[config.mk]
export PLATFORM = sky130hd
export DESIGN_NAME = apb_master_bridge_flat
export DESIGN_NICKNAME = d
export VERILOG_FILES = /design/src/rtl/apb_master_bridge_if.sv /design/src/rtl/apb_master_bridge.sv /design/src/flat_wrapper.sv
export SDC_FILE = /design/constraint.sdc
export NUM_CORES = 1
export LEC_CHECK = 0
export CAP_MARGIN = 15
export CELL_PAD_IN_SITES_DETAIL_PLACEMENT = 0
export CELL_PAD_IN_SITES_GLOBAL_PLACEMENT = 1
export CORE_AREA = 2 2 82 100
export DETAILED_ROUTE_END_ITERATION = 10
export DIE_AREA = 0 0 84 102
export PLACE_DENSITY_LB_ADDON = 0.1
export SLEW_MARGIN = 20
export SYNTH_ARGS = -nofsm -noshare
export SYNTH_HDL_FRONTEND = slang
export SYNTH_SLANG_ARGS = --single-unit
[constraint.sdc]
create_clock -name pclk -period 4.8 [get_ports pclk]
set_clock_uncertainty 0.1 [all_clocks]
set_input_delay 0.72 -clock pclk [delete_from_list [all_inputs] [get_ports pclk]]
set_output_delay 0.72 -clock pclk [all_outputs]
set_load 0.02 [all_outputs]
[src/rtl/apb_master_bridge_if.sv]
// Command, response and APB bus bundle for the APB master bridge.
// The master modport is the bridge's view; the slave modport is the view of
// whatever drives commands and models the APB completer around it.
interface apb_master_bridge_if #(
    parameter int ADDR_W = 32,
    parameter int DATA_W = 8
);
    // Command channel
    logic              cmd_valid;
    logic              cmd_ready;
    logic              cmd_write;
    logic [ADDR_W-1:0] cmd_addr;
    logic [DATA_W-1:0] cmd_wdata;

    // Response channel
    logic              rsp_valid;
    logic              rsp_ready;
    logic [DATA_W-1:0] rsp_rdata;
    logic              rsp_err;
    logic              rsp_timeout;

    // APB requester side
    logic [ADDR_W-1:0] paddr;
    logic              psel;
    logic              penable;
    logic              pwrite;
    logic [DATA_W-1:0] pwdata;
    logic [DATA_W-1:0] prdata;
    logic              pready;
    logic              pslverr;

    modport master (
        input  cmd_valid, cmd_write, cmd_addr, cmd_wdata,
        output cmd_ready,
        output rsp_valid, rsp_rdata, rsp_err, rsp_timeout,
        input  rsp_ready,
        output paddr, psel, penable, pwrite, pwdata,
        input  prdata, pready, pslverr
    );

    modport slave (
        output cmd_valid, cmd_write, cmd_addr, cmd_wdata,
        input  cmd_ready,
        input  rsp_valid, rsp_rdata, rsp_err, rsp_timeout,
        output rsp_ready,
        input  paddr, psel, penable, pwrite, pwdata,
        output prdata, pready, pslverr
    );
endinterface

[src/rtl/apb_master_bridge.sv]
// Single-outstanding APB requester: takes one read/write command, runs the
// SETUP and ACCESS phases, waits for pready (optionally bounded), and hands
// back read data plus error/timeout status. Every output is a flop.
module apb_master_bridge #(
    parameter int ADDR_W  = 32,
    parameter int DATA_W  = 8,
    parameter int TIMEOUT = 16
) (
    input  logic                 pclk,
    input  logic                 presetn,
    apb_master_bridge_if.master  bus
);
    // Wait counter sized to hold TIMEOUT-1 with a spare bit; it saturates
    // so that TIMEOUT=0 (no limit) can sit in ACCESS indefinitely.
    localparam int                CNT_W    = (TIMEOUT > 0) ? $clog2(TIMEOUT) + 1 : 1;
    localparam logic [CNT_W-1:0]  CNT_LAST = (TIMEOUT > 0) ? CNT_W'(TIMEOUT - 1) : '0;
    localparam bit                TO_EN    = (TIMEOUT > 0);

    typedef enum logic [1:0] {
        ST_IDLE,
        ST_SETUP,
        ST_ACCESS,
        ST_RESP
    } state_t;

    state_t             state_q;
    logic [CNT_W-1:0]   wait_cnt_q;
    logic [CNT_W-1:0]   wait_cnt_d;
    logic               timeout_hit;

    logic               cmd_ready_q;
    logic               rsp_valid_q;
    logic [DATA_W-1:0]  rsp_rdata_q;
    logic               rsp_err_q;
    logic               rsp_timeout_q;
    logic [ADDR_W-1:0]  paddr_q;
    logic               psel_q;
    logic               penable_q;
    logic               pwrite_q;
    logic [DATA_W-1:0]  pwdata_q;

    // Saturating increment of the ACCESS wait counter and the timeout decision.
    always_comb begin
        wait_cnt_d  = (wait_cnt_q == {CNT_W{1'b1}}) ? wait_cnt_q : wait_cnt_q + 1'b1;
        timeout_hit = TO_EN && (wait_cnt_q == CNT_LAST);
    end

    // Transfer sequencer; the APB bus and response fields are registered here
    // so that nothing combinational reaches a port.
    always_ff @(posedge pclk) begin
        if (!presetn) begin
            state_q       <= ST_IDLE;
            wait_cnt_q    <= '0;
            cmd_ready_q   <= 1'b0;
            rsp_valid_q   <= 1'b0;
            rsp_rdata_q   <= '0;
            rsp_err_q     <= 1'b0;
            rsp_timeout_q <= 1'b0;
            paddr_q       <= '0;
            psel_q        <= 1'b0;
            penable_q     <= 1'b0;
            pwrite_q      <= 1'b0;
            pwdata_q      <= '0;
        end else begin
            case (state_q)
                ST_IDLE: begin
                    // paddr/pwrite/pwdata double as the latched command, so
                    // nothing on cmd_* is looked at after this edge.
                    if (cmd_ready_q && bus.cmd_valid) begin
                        cmd_ready_q <= 1'b0;
                        psel_q      <= 1'b1;
                        penable_q   <= 1'b0;
                        paddr_q     <= bus.cmd_addr;
                        pwrite_q    <= bus.cmd_write;
                        pwdata_q    <= bus.cmd_write ? bus.cmd_wdata : '0;
                        wait_cnt_q  <= '0;
                        state_q     <= ST_SETUP;
                    end else begin
                        cmd_ready_q <= 1'b1;
                    end
                end

                ST_SETUP: begin
                    penable_q <= 1'b1;
                    state_q   <= ST_ACCESS;
                end

                ST_ACCESS: begin
                    if (bus.pready || timeout_hit) begin
                        // Both completions release the bus on the same edge.
                        psel_q      <= 1'b0;
                        penable_q   <= 1'b0;
                        paddr_q     <= '0;
                        pwrite_q    <= 1'b0;
                        pwdata_q    <= '0;
                        rsp_valid_q <= 1'b1;
                        state_q     <= ST_RESP;
                        if (bus.pready) begin
                            rsp_rdata_q   <= (!pwrite_q && !bus.pslverr) ? bus.prdata : '0;
                            rsp_err_q     <= bus.pslverr;
                            rsp_timeout_q <= 1'b0;
                        end else begin
                            rsp_rdata_q   <= '0;
                            rsp_err_q     <= 1'b1;
                            rsp_timeout_q <= 1'b1;
                        end
                    end else begin
                        wait_cnt_q <= wait_cnt_d;
                    end
                end

                ST_RESP: begin
                    // Response fields hold until the consumer takes them; the
                    // bridge is ready for a new command on the very next cycle.
                    if (bus.rsp_ready) begin
                        rsp_valid_q   <= 1'b0;
                        rsp_rdata_q   <= '0;
                        rsp_err_q     <= 1'b0;
                        rsp_timeout_q <= 1'b0;
                        cmd_ready_q   <= 1'b1;
                        state_q       <= ST_IDLE;
                    end
                end

                default: begin
                    state_q <= ST_IDLE;
                end
            endcase
        end
    end

    assign bus.cmd_ready   = cmd_ready_q;
    assign bus.rsp_valid   = rsp_valid_q;
    assign bus.rsp_rdata   = rsp_rdata_q;
    assign bus.rsp_err     = rsp_err_q;
    assign bus.rsp_timeout = rsp_timeout_q;
    assign bus.paddr       = paddr_q;
    assign bus.psel        = psel_q;
    assign bus.penable     = penable_q;
    assign bus.pwrite      = pwrite_q;
    assign bus.pwdata      = pwdata_q;
endmodule

[src/flat_wrapper.sv]
// flat-port wrapper written by rule: the top's interface ports become plain ports
module apb_master_bridge_flat 
#(
    parameter int ADDR_W  = 32,
    parameter int DATA_W  = 8,
    parameter int TIMEOUT = 16
)
  (pclk, presetn, bus_cmd_valid, bus_cmd_write, bus_cmd_addr, bus_cmd_wdata, bus_cmd_ready, bus_rsp_valid, bus_rsp_rdata, bus_rsp_err, bus_rsp_timeout, bus_rsp_ready, bus_paddr, bus_psel, bus_penable, bus_pwrite, bus_pwdata, bus_prdata, bus_pready, bus_pslverr);
  apb_master_bridge_if #(.ADDR_W(ADDR_W), .DATA_W(DATA_W)) bus_i ();
  input  logic pclk;
  input  logic presetn;
  input wire logic [$bits(bus_i.cmd_valid)-1:0] bus_cmd_valid;
  input wire logic [$bits(bus_i.cmd_write)-1:0] bus_cmd_write;
  input wire logic [$bits(bus_i.cmd_addr)-1:0] bus_cmd_addr;
  input wire logic [$bits(bus_i.cmd_wdata)-1:0] bus_cmd_wdata;
  output wire logic [$bits(bus_i.cmd_ready)-1:0] bus_cmd_ready;
  output wire logic [$bits(bus_i.rsp_valid)-1:0] bus_rsp_valid;
  output wire logic [$bits(bus_i.rsp_rdata)-1:0] bus_rsp_rdata;
  output wire logic [$bits(bus_i.rsp_err)-1:0] bus_rsp_err;
  output wire logic [$bits(bus_i.rsp_timeout)-1:0] bus_rsp_timeout;
  input wire logic [$bits(bus_i.rsp_ready)-1:0] bus_rsp_ready;
  output wire logic [$bits(bus_i.paddr)-1:0] bus_paddr;
  output wire logic [$bits(bus_i.psel)-1:0] bus_psel;
  output wire logic [$bits(bus_i.penable)-1:0] bus_penable;
  output wire logic [$bits(bus_i.pwrite)-1:0] bus_pwrite;
  output wire logic [$bits(bus_i.pwdata)-1:0] bus_pwdata;
  input wire logic [$bits(bus_i.prdata)-1:0] bus_prdata;
  input wire logic [$bits(bus_i.pready)-1:0] bus_pready;
  input wire logic [$bits(bus_i.pslverr)-1:0] bus_pslverr;
  assign bus_i.cmd_valid = bus_cmd_valid;
  assign bus_i.cmd_write = bus_cmd_write;
  assign bus_i.cmd_addr = bus_cmd_addr;
  assign bus_i.cmd_wdata = bus_cmd_wdata;
  assign bus_cmd_ready = bus_i.cmd_ready;
  assign bus_rsp_valid = bus_i.rsp_valid;
  assign bus_rsp_rdata = bus_i.rsp_rdata;
  assign bus_rsp_err = bus_i.rsp_err;
  assign bus_rsp_timeout = bus_i.rsp_timeout;
  assign bus_i.rsp_ready = bus_rsp_ready;
  assign bus_paddr = bus_i.paddr;
  assign bus_psel = bus_i.psel;
  assign bus_penable = bus_i.penable;
  assign bus_pwrite = bus_i.pwrite;
  assign bus_pwdata = bus_i.pwdata;
  assign bus_i.prdata = bus_prdata;
  assign bus_i.pready = bus_pready;
  assign bus_i.pslverr = bus_pslverr;
  apb_master_bridge #(.ADDR_W(ADDR_W), .DATA_W(DATA_W), .TIMEOUT(TIMEOUT)) u_core (.pclk(pclk), .presetn(presetn), .bus(bus_i));
endmodule
# Word level (Yosys, flattened, before mapping)
# Index checks and enable logic that the tools add are counted.
dict set report totals {
  wordCells 78
  ramBits 0
  output_inout_bits 55
  latch_bits 0
  in_bits 55
  reg_bits 62
  mem_count 0
  rom_bits 0
}
dict set report classes {
  magnitude_cmp 0
  n_eq_ne 10
  bitwise_logic 0
  addsub 1
  reduce_logical 16
  n_mul 0
  div 0
  shift 0
  mux 39
}
# cell count
set op_table {}
lappend op_table {{32-bit two-way mux} 2}
lappend op_table {{32-bit case mux with 2 select lines} 1}
lappend op_table {{8-bit two-way mux} 7}
lappend op_table {{8-bit case mux with 2 select lines} 2}
lappend op_table {{5-bit two-way mux} 3}
lappend op_table {{1-bit two-way mux} 12}
lappend op_table {{1-bit case mux with 2 select lines} 6}
lappend op_table {{3-bit AND reduction} 4}
lappend op_table {{5-bit case mux with 2 select lines} 1}
lappend op_table {{2-bit case mux with 4 select lines} 1}
lappend op_table {{2-bit two-way mux} 3}
lappend op_table {{2-bit inequality test, second input constant} 3}
lappend op_table {{2-bit nonzero test} 3}
lappend op_table {{5-bit by 1-bit adder with 5-bit output, second input constant} 1}
lappend op_table {{5-bit by 4-bit equality test with 1-bit output, second input constant} 1}
lappend op_table {{5-bit equality test, second input constant} 1}
lappend op_table {{2-bit equality test, second input constant} 2}
lappend op_table {{2-bit by 1-bit inequality test with 1-bit output, second input constant} 2}
lappend op_table {{4-bit AND reduction} 1}
lappend op_table {{1-bit case mux with 3 select lines} 1}
lappend op_table {{3-bit nonzero test} 1}
lappend op_table {{2-bit by 1-bit equality test with 1-bit output, second input constant} 1}
lappend op_table {{1-bit logical AND} 2}
lappend op_table {{1-bit zero test} 2}
lappend op_table {{other kinds (3)} 3}

# Depth between registers and ports, before layout
# Gate-level depths: netlist of the first run.
dict set report depth {
  word_depth 6
  mapped_depth 8
}

# Worst setup path before layout of the first run
# No wires, ideal clock.
dict set report synth_timing {
  path_type {reg-to-reg}
  from {register u_core.wait_cnt_q[0]}
  to {register u_core.wait_cnt_q[2]}
  path_slack_ns 2.623
  arrival_time_ns 2.003
  setup_time_ns 0.074
  n_path_buf 0
  stages_incl_launch_ff 7
  cell_sequence {dfxtp_1 -> ha_1 -> and3_1 -> ha_1 -> or4b_1 -> or4b_1 -> a31oi_1}
}
dict set report synth_via {
  elab_chain_cells 4
  word_cells_on_any_way 10
}
# item line
set synth_lines {}
lappend synth_lines {{start, declared} apb_master_bridge.sv:27} ;# logic [CNT_W-1:0] wait_cnt_q;
lappend synth_lines {{start signal, assigned} apb_master_bridge.sv:108} ;# wait_cnt_q <= wait_cnt_d;
lappend synth_lines {{5-bit by 1-bit adder with 5-bit output / 5-bit by 4-bit equality test with 1-bit output (equally long branches)} {apb_master_bridge.sv:44, apb_master_bridge.sv:45}}
lappend synth_lines {{5-bit two-way mux / 1-bit logical OR (equally long branches)} {apb_master_bridge.sv:44, apb_master_bridge.sv:89}}
lappend synth_lines {{5-bit two-way mux / 2-bit inequality test (equally long branches)} n/a}
lappend synth_lines {{5-bit case mux with 2 select lines / 4-bit AND reduction (equally long branches)} n/a}
# Several ways; a longest one is shown, not always the timed one. The select of a mux whose other input is x is not followed.
# A chain may end at the register's enable or synchronous reset.

==> flow_summary.toml, run 1 <==
[run_status]
outcome = "finished clean"

[die]
die_w_um = 84
fp.dieArea_mm2 = 0.00857
rows = 35
core_area_mm2 = 0.00758
initial_utilization_pct = 31.5
die_h_um = 102
pin_count = 110

[cts]
post_cts_buffers = 0
clock_path_buffers = 2
cts_tree = "built"
hold_buffers = 0
clock_sinks = 62
htreeDepth = 3
cts-root-buf = "clkbuf_8"
post_cts_resize_count = 0
cts_buffers = 9
clk_pin_slew_ps = 70
clk_latency_ps = 340

[layout]
final_nets = 397
finalNonFillerCells = 432
diodes = 0
drive_gt1_share_pct = 7.65
area_growth_syn_to_layout_pct = 58.4
final.fill_count = 736

[routing]
wl_um = 6110
vias = 2210
ant_nets = 0
viasPerCell = 5.12
drc_errors = 0
wl_per_cell_um = 14.1
drtIter0Drc = 112
drt_first_pass_iters = 4

[logic_synthesis]
netlist_area_mm2 = 0.00238
synth.most_common_cell = "dfxtp_1"
synth_edf_count = 0
netlist_instances = 231
synth_cell_type_count = 43
ys_seq_area_share_pct = 52.1
synthFlopType = "dfxtp_1"
ys_top_cells_by_count = "62 x dfxtp_1, 33 x a22o_1, 19 x a21oi_1"
yosysWarnings = 0
synth_area_leaders = "dfxtp_1 52%, a22o_1 12%, a21oi_1 4.0%"
syn_nets = 293
synth_top_cell_area_share_pct = 52.1
async_flop_share_pct = 0
synth_seq_cells = 62
yosys.area.top_type = "dfxtp_1"
syn_avg_cell_area_um2 = 10.3

[critical_path]
critPathArrivalTime_ps = 3160
critPathLaunchType = "input pin"
required_ps = 4980
critPathKind = "input pin to flop"
cp_max_fo = 28
endpoint_kind = "flop"

[place]
dpl.cell_count = 416
port_buffers = 109
gp_congestion = 0.746
dp_hpwl_um = 4130

[timing]
slew_headroom_pct = 43.1
worst_slew_pin_slew_ps = 851
min_period_ps = 2980
setup_viol_count_final = 0
hold_viol = 0
final_max_slew_viol_count = 0
setup_tns_ps = 0
rsz0062_at_grt = "no"
fin_crit_sh_pct = 62.1
timing.fmax_mhz = 336

[global_route]
antenna_found_initial = 0
grt_first_pass_wirelength_um = 9880
grt_max_degree = 29
grt_usage_pct = 14.6
grt_pass1_vias = 2047
grt_overflow = 0

[flow_run]
maxCapViolCount = 0

[power_and_ir_drop]
power_density_mw_per_mm2 = 476
leakage_nw = 1.38
irDropWorstVdd_mv = 0.245

[worst_hold_path]
hold_path_class = "flop to flop"
cell type report:
class                           instances  area, µm²  area share, %
Timing Repair Buffer                  113       1120           29.7
Tap cell                               92        115           3.05
Multi-Input combinational cell        145       1050           27.8
Inverter                                4       15.0          0.398
Sequential cell                        62       1240           32.9
Clock buffer                           13        169           4.47
Clock inverter                          3       65.1           1.72
state kept, by name (all words and copies together) (netlist names):
name	cells
u_core.bus.rsp_err	1
u_core.wait_cnt_q	5
u_core.bus.rsp_rdata	8
u_core.bus.rsp_timeout	1
u_core.bus.pwrite	1
u_core.bus.rsp_valid	1
u_core.bus.psel	1
u_core.bus.paddr	32
u_core.bus.pwdata	8
u_core.state_q	2
u_core.bus.penable	1
u_core.bus.cmd_ready	1
cells by family after synthesis:
family / share of synthesized area [%]
buffers and inverters: 4.36
multiplexers: 1.31
flip-flops: 52.1
AO/OA/AOI/OAI: 26.7
AND/OR/NAND/NOR: 11.9
adder cells (fa/ha/maj): 3.67
layout by cell type (no fill, tap or decap), types with 2 or more instances in the layout:
cell and count:
a21oi_1 19, o31a_1 2, o31ai_1 8, or4_1 3
nand2_1 7, o211ai_1 2, nor2_1 3, clkbuf_8 12
clkdlybuf4s50_1 109, dfxtp_1 62, or4b_1 2, o22ai_1 2
ha_1 7, buf_4 4, bufinv_16 2, inv_1 4
or3b_2 2, mux2i_1 2, o21ai_0 11, nand3_1 11
nand4_1 8, nor2b_1 2, a22o_1 33
where the power goes:
part / leakage (nW) / total (mW) / switching [mW] / internal [mW]
Combinational: 0.755 / 0.618 / 0.345 / 0.273
Sequential: 0.503 / 0.647 / 0.0501 / 0.597
Clock: 0.120 / 0.533 / 0.199 / 0.334
layer usage:
layer	up-vias	wire, µm	global-route usage (%)
li1	1090	-	-
met1	1020	2770	18.4
met2	91	2680	21.7
met3	9	546	6.22
met4	0	110	6.70
met5	-	0	0
final timing paths:
path                                                        start                                end  slack (ps)  cells past startpoint
worst max-delay path                                      presetn  u_core.bus.paddr[18]$_SDFFE_PN0P_        1820                      5
worst max register to register     u_core.state_q[0]$_SDFFE_PN0P_  u_core.bus.paddr[18]$_SDFFE_PN0P_        2040                      6
worst min register to register  u_core.bus.pwdata[3]$_SDFFE_PN0P_  u_core.bus.pwdata[3]$_SDFFE_PN0P_         370                      2
worst min-delay path            u_core.bus.pwdata[3]$_SDFFE_PN0P_  u_core.bus.pwdata[3]$_SDFFE_PN0P_         370                      2
stage by stage:
| step | setup slack (ps) | power, mW | utilization (%) | hold WS (ps) | cell area, µm² |
|---|---|---|---|---|---|
| 2_1_floorplan | 2620 | 1.02 | - | 364 | 2380 |
| 3_3_place_gp | 1540 | 1.28 | 46.7 | 356 | 3540 |
| 3_5_place_dp | 1490 | 1.28 | 46.7 | 340 | 3540 |
| 4_1_cts | 1850 | 1.82 | 49.8 | 370 | 3770 |
| 5_1_grt | 1600 | 1.90 | 49.8 | 386 | 3770 |
| 6_report | 1820 | 1.80 | 49.8 | 370 | 3770 |
worst max-delay path, stage by stage:
cell and delay (ps):
clkdlybuf4s50_1 810, inv_1 510, nor3_2 550, buf_4 380, a22o_1 180
Power figures use the tool's default switching activity.
==> run 2, diff against run 1 <==
- CORE_AREA: 2 2 82 100 -> 2 2 85 103
- DIE_AREA: 0 0 84 102 -> 0 0 87 105
- clock period: 4.8 -> 2.9 ns (I/O delays scaled with it)
==> flow_summary.toml, run 2 (synthesized netlist as in run 1, its figures left out) <==
[run_status]
outcome = "finished clean"

[cts]
cts-root-buf = "clkbuf_8"
cts_buffers = 9
post_cts_buffers = 0
clock_path_buffers = 2
clk_latency_ps = 330
cts_tree = "built"
post_cts_resize_count = 0
hold_buffers = 0
htreeDepth = 3
clock_sinks = 62
clk_pin_slew_ps = 70

[routing]
drc_errors = 0
wl_um = 6630
viasPerCell = 4.99
drtIter0Drc = 66
wl_per_cell_um = 15.1
drt_first_pass_iters = 4
vias = 2192
ant_nets = 0

[timing]
worst_slew_pin_slew_ps = 804
min_period_ps = 2320
rsz0062_at_grt = "no"
hold_viol = 0
setup_tns_ps = 0
fin_crit_sh_pct = 79.9
timing.fmax_mhz = 432
final_max_slew_viol_count = 0
slew_headroom_pct = 44.9
setup_viol_count_final = 0

[worst_hold_path]
hold_path_class = "flop to flop"

[flow_run]
maxCapViolCount = 0

[layout]
diodes = 0
finalInstanceArea_mm2 = 0.00382
finish.utilization_pct = 47.4
largest_reg_flops = 32
final_common_cell = "clkdlybuf4s50_1"
area_growth_syn_to_layout_pct = 60.3
final.fill_count = 769
register_area_mm2 = 0.00124
final_nets = 401
multiInputGateArea_mm2 = 0.00105
drive_gt1_share_pct = 9.01
final_cell_mix = "109 x clkdlybuf4s50_1, 62 x dfxtp_1, 33 x a22o_1"

[global_route]
antenna_found_initial = 0
grt_first_pass_wirelength_um = 10700
grt_pass1_vias = 2242
grt_usage_pct = 14.7
grt_overflow = 0
grt_max_degree = 35

[critical_path]
cp_max_fo = 4
endpoint_kind = "flop"
critPathLaunchType = "flop"
required_ps = 3040
critPathKind = "flop to flop"
critPathArrivalTime_ps = 2460

[power_and_ir_drop]
power_density_mw_per_mm2 = 789
leakage_nw = 1.40
irDropWorstVdd_mv = 0.355

[die]
fp.dieArea_mm2 = 0.00914
pin_count = 110
die_h_um = 105
die_w_um = 87
core_area_mm2 = 0.00806
rows = 36
initial_utilization_pct = 29.6

[place]
gp_congestion = 0.722
dp_hpwl_um = 4510
port_buffers = 109
dpl-instance-area_mm2 = 0.00359
-- run 2: per-stage QoR --
stage	hold slack, ps	power (mW)	std cells	setup WS, ps
after floorplan	364	1.68	231	723
after global placement	333	2.17	423	590
after detailed placement	345	2.17	423	590
after CTS	373	3.07	439	586
after global routing	390	3.18	439	413
final	371	3.01	439	584
-- run 2: final timing paths --
path | startpoint | end | cells past startpoint | slack (ps)
setup / recovery | u_core.wait_cnt_q[0]$_SDFFE_PN0P_ | u_core.wait_cnt_q[4]$_SDFFE_PN0P_ | 6 | 580
hold / removal | u_core.bus.rsp_rdata[1]$_SDFFE_PN0P_ | u_core.bus.rsp_rdata[1]$_SDFFE_PN0P_ | 2 | 370
setup reg to reg | u_core.wait_cnt_q[0]$_SDFFE_PN0P_ | u_core.wait_cnt_q[4]$_SDFFE_PN0P_ | 6 | 580
hold reg to reg | u_core.bus.rsp_rdata[1]$_SDFFE_PN0P_ | u_core.bus.rsp_rdata[1]$_SDFFE_PN0P_ | 2 | 370
-- run 2: area by class of cell --
type	instances	share of cell area [%]
clock buffer	11	3.96
clock inverter	5	2.13
sequential	62	32.5
tap	95	3.11
inverter	4	0.393
multi-input combinational	145	27.4
timing repair buffer	117	30.5
-- run 2: critical path, cell delays in order, from the launching register on --
cell and delay, ps:
dfxtp_1 340, ha_1 220, and3_1 200, ha_1 220, or3_1 410, or3b_2 500, o32ai_1 220
-- run 2: per-layer routing --
metal	routed length, µm	global-route usage (%)	share of wire [%]
met5	0	0	0
met4	77	6.03	1.2
met1	2970	18.8	45
met2	3070	21.8	46
met3	512	6.00	7.7
-- run 2: report_power, final --
part	internal (mW)	total [mW]	switching, mW
registers	0.987	1.07	0.0788
clock network	0.531	0.875	0.344
logic	0.483	1.07	0.591
total	2.00	3.01	1.01
==> run 3, diff against run 2 <==
- CORE_AREA: 2 2 85 103 -> 2 2 89 108
- DIE_AREA: 0 0 87 105 -> 0 0 91 110
- clock period: 2.9 -> 1.9 ns (I/O delays scaled with it)
==> flow_summary.toml, run 3 (synthesized netlist as in run 1, its figures left out) <==
[global_route]
grt_pass1_vias = 2313
grt-busiest-layer = "met2"
grt_util_met3_pct = 4.21
grt_overflow = 0
grt_max_degree = 35
grt_usage_pct = 15.2
use_met1_pct = 19.8
grt_first_pass_wirelength_um = 11800
grtUsageMet2_pct = 22.6
antenna_found_initial = 0

[routing]
wl_um = 7700
drt_first_pass_iters = 4
vias = 2390
wl_per_cell_um = 15.5
ant_nets = 0
drc_errors = 0
drtIter0Drc = 72
viasPerCell = 4.82

[layout]
final_cell_mix = "109 x clkdlybuf4s50_1, 60 x dfxtp_1, 33 x a22o_1"
largest_reg_flops = 32
drive_gt1_share_pct = 25.3
diodes = 0
finalNonFillerCells = 496
area_growth_syn_to_layout_pct = 87.1
final_nets = 434
finalInstanceArea_mm2 = 0.00446
final_common_cell = "clkdlybuf4s50_1"

[die]
fp.dieArea_mm2 = 0.0100
die_h_um = 110
core_area_mm2 = 0.00894
rows = 38
initial_utilization_pct = 26.7
pin_count = 110
die_w_um = 91

[cts]
hold_buffers = 0
cts_tree = "built"
clk_pin_slew_ps = 70
clk_latency_ps = 340
cts_buffers = 9
htreeDepth = 3
clock_sinks = 62
clock_path_buffers = 2
cts-root-buf = "clkbuf_8"

[timing]
rsz0062_at_grt = "yes"
final_max_slew_viol_count = 0
fin_crit_sh_pct = 112
setup_viol_count_final = 61
setup_tns_ps = -8950
timing.fmax_mhz = 471
slew_headroom_pct = 77.0
hold_viol = 0
setup_slack_ps = -222
worst_slew_pin_slew_ps = 344
min_period_ps = 2120

[critical_path]
critPathArrivalTime_ps = 2290
rr_startpoint = "u_core.wait_cnt_q[0]$_SDFFE_PN0P_"
endpoint_kind = "flop"
critPathLaunchType = "flop"
cp_max_fo = 3
required_ps = 2070
critPathKind = "flop to flop"
crit_path_start = "u_core.wait_cnt_q[0]$_SDFFE_PN0P_"

[place]
dp_hpwl_um = 4700
port_buffers = 109
gp_congestion = 0.733
dpl-instance-area_mm2 = 0.00380
dpl.cell_count = 467

[worst_hold_path]
hold_path_class = "flop to flop"
holdCritStartpoint = "u_core.bus.rsp_err$_SDFFE_PN0P_"

[power_and_ir_drop]
switching_share_pct = 36.4
power_frac_seq_pct = 31.7
internal_power_mw = 3.29
leakage_nw = 1.60
power_frac_comb_pct = 48.6
pwr-share-clk_pct = 19.7
p_switching_mw = 1.88
irDropWorstVdd_mv = 0.510
power_density_mw_per_mm2 = 1160

[run_status]
outcome = "finished with violations"
violations = "setup timing"

[flow_run]
maxCapViolCount = 0
-- run 3: cell types whose count changed in the layout (fill, tap and decap cells not counted), sizes merged --
cell / previous run / this run
or3b: 2 / 3
bufinv: 2 / 0
clkinvlp: 1 / 0
buf: 8 / 38
clkinv: 2 / 1
clkbuf: 11 / 16
-- run 3: critical path, stage by stage, from the launching register on --
cell     delay (ps)
dfxtp_2         340
ha_4            150
and3_4          180
ha_4            160
or4b_1          510
or4b_1          470
a31oi_1         130
-- run 3: final cells by class --
class	instances	area, µm²
tap	120	150
multi-input combinational	146	1320
sequential	62	1240
inverter	4	15.0
clock inverter	1	5.00
clock buffer	14	163
fill	882	4480
timing repair buffer	149	1560
-- run 3: final timing paths --
path	endpoint	slack, ps	cells after the start
worst min register to register	u_core.bus.rsp_err$_SDFFE_PN0P_	360	2
worst min-delay path	u_core.bus.rsp_err$_SDFFE_PN0P_	360	2
worst max register to register	u_core.wait_cnt_q[2]$_SDFFE_PN0P_	-220	6
worst max-delay path	u_core.wait_cnt_q[2]$_SDFFE_PN0P_	-220	6
-- run 3: power groups by stage --
stage / sequential, mW / clock, mW / combinational (mW)
finish: 1.64 / 1.02 / 2.52
global route: 1.67 / 1.12 / 2.68
CTS: 1.63 / 1.07 / 2.19
detailed placement: 1.65 / 0 / 1.84
global placement: 1.65 / 0 / 1.84
floorplan: 1.87 / 0 / 0.701
-- run 3: repair_timing --
item,CTS,global route
gates resized for setup,27,44
cloned,5,2
setup endpoints to repair,50,61
setup buffers,5,3
pin swaps,29,60
-- run 3: through the flow --
step	setup slack (ps)	hold slack [ps]	util (%)	power (mW)
2_1_floorplan	-170	295	-	2.57
3_3_place_gp	-186	336	42.5	3.49
3_5_place_dp	-239	344	42.5	3.49
4_1_cts	-240	367	46.8	4.89
5_1_grt	-314	384	49.9	5.46
6_report	-222	361	49.9	5.18
-- run 3: metal layers --
metal | up-vias | routed length [µm]
met5 | - | 0
met4 | 0 | 212
met3 | 13 | 516
met2 | 85 | 3420
met1 | 1123 | 3550
li1 | 1169 | -
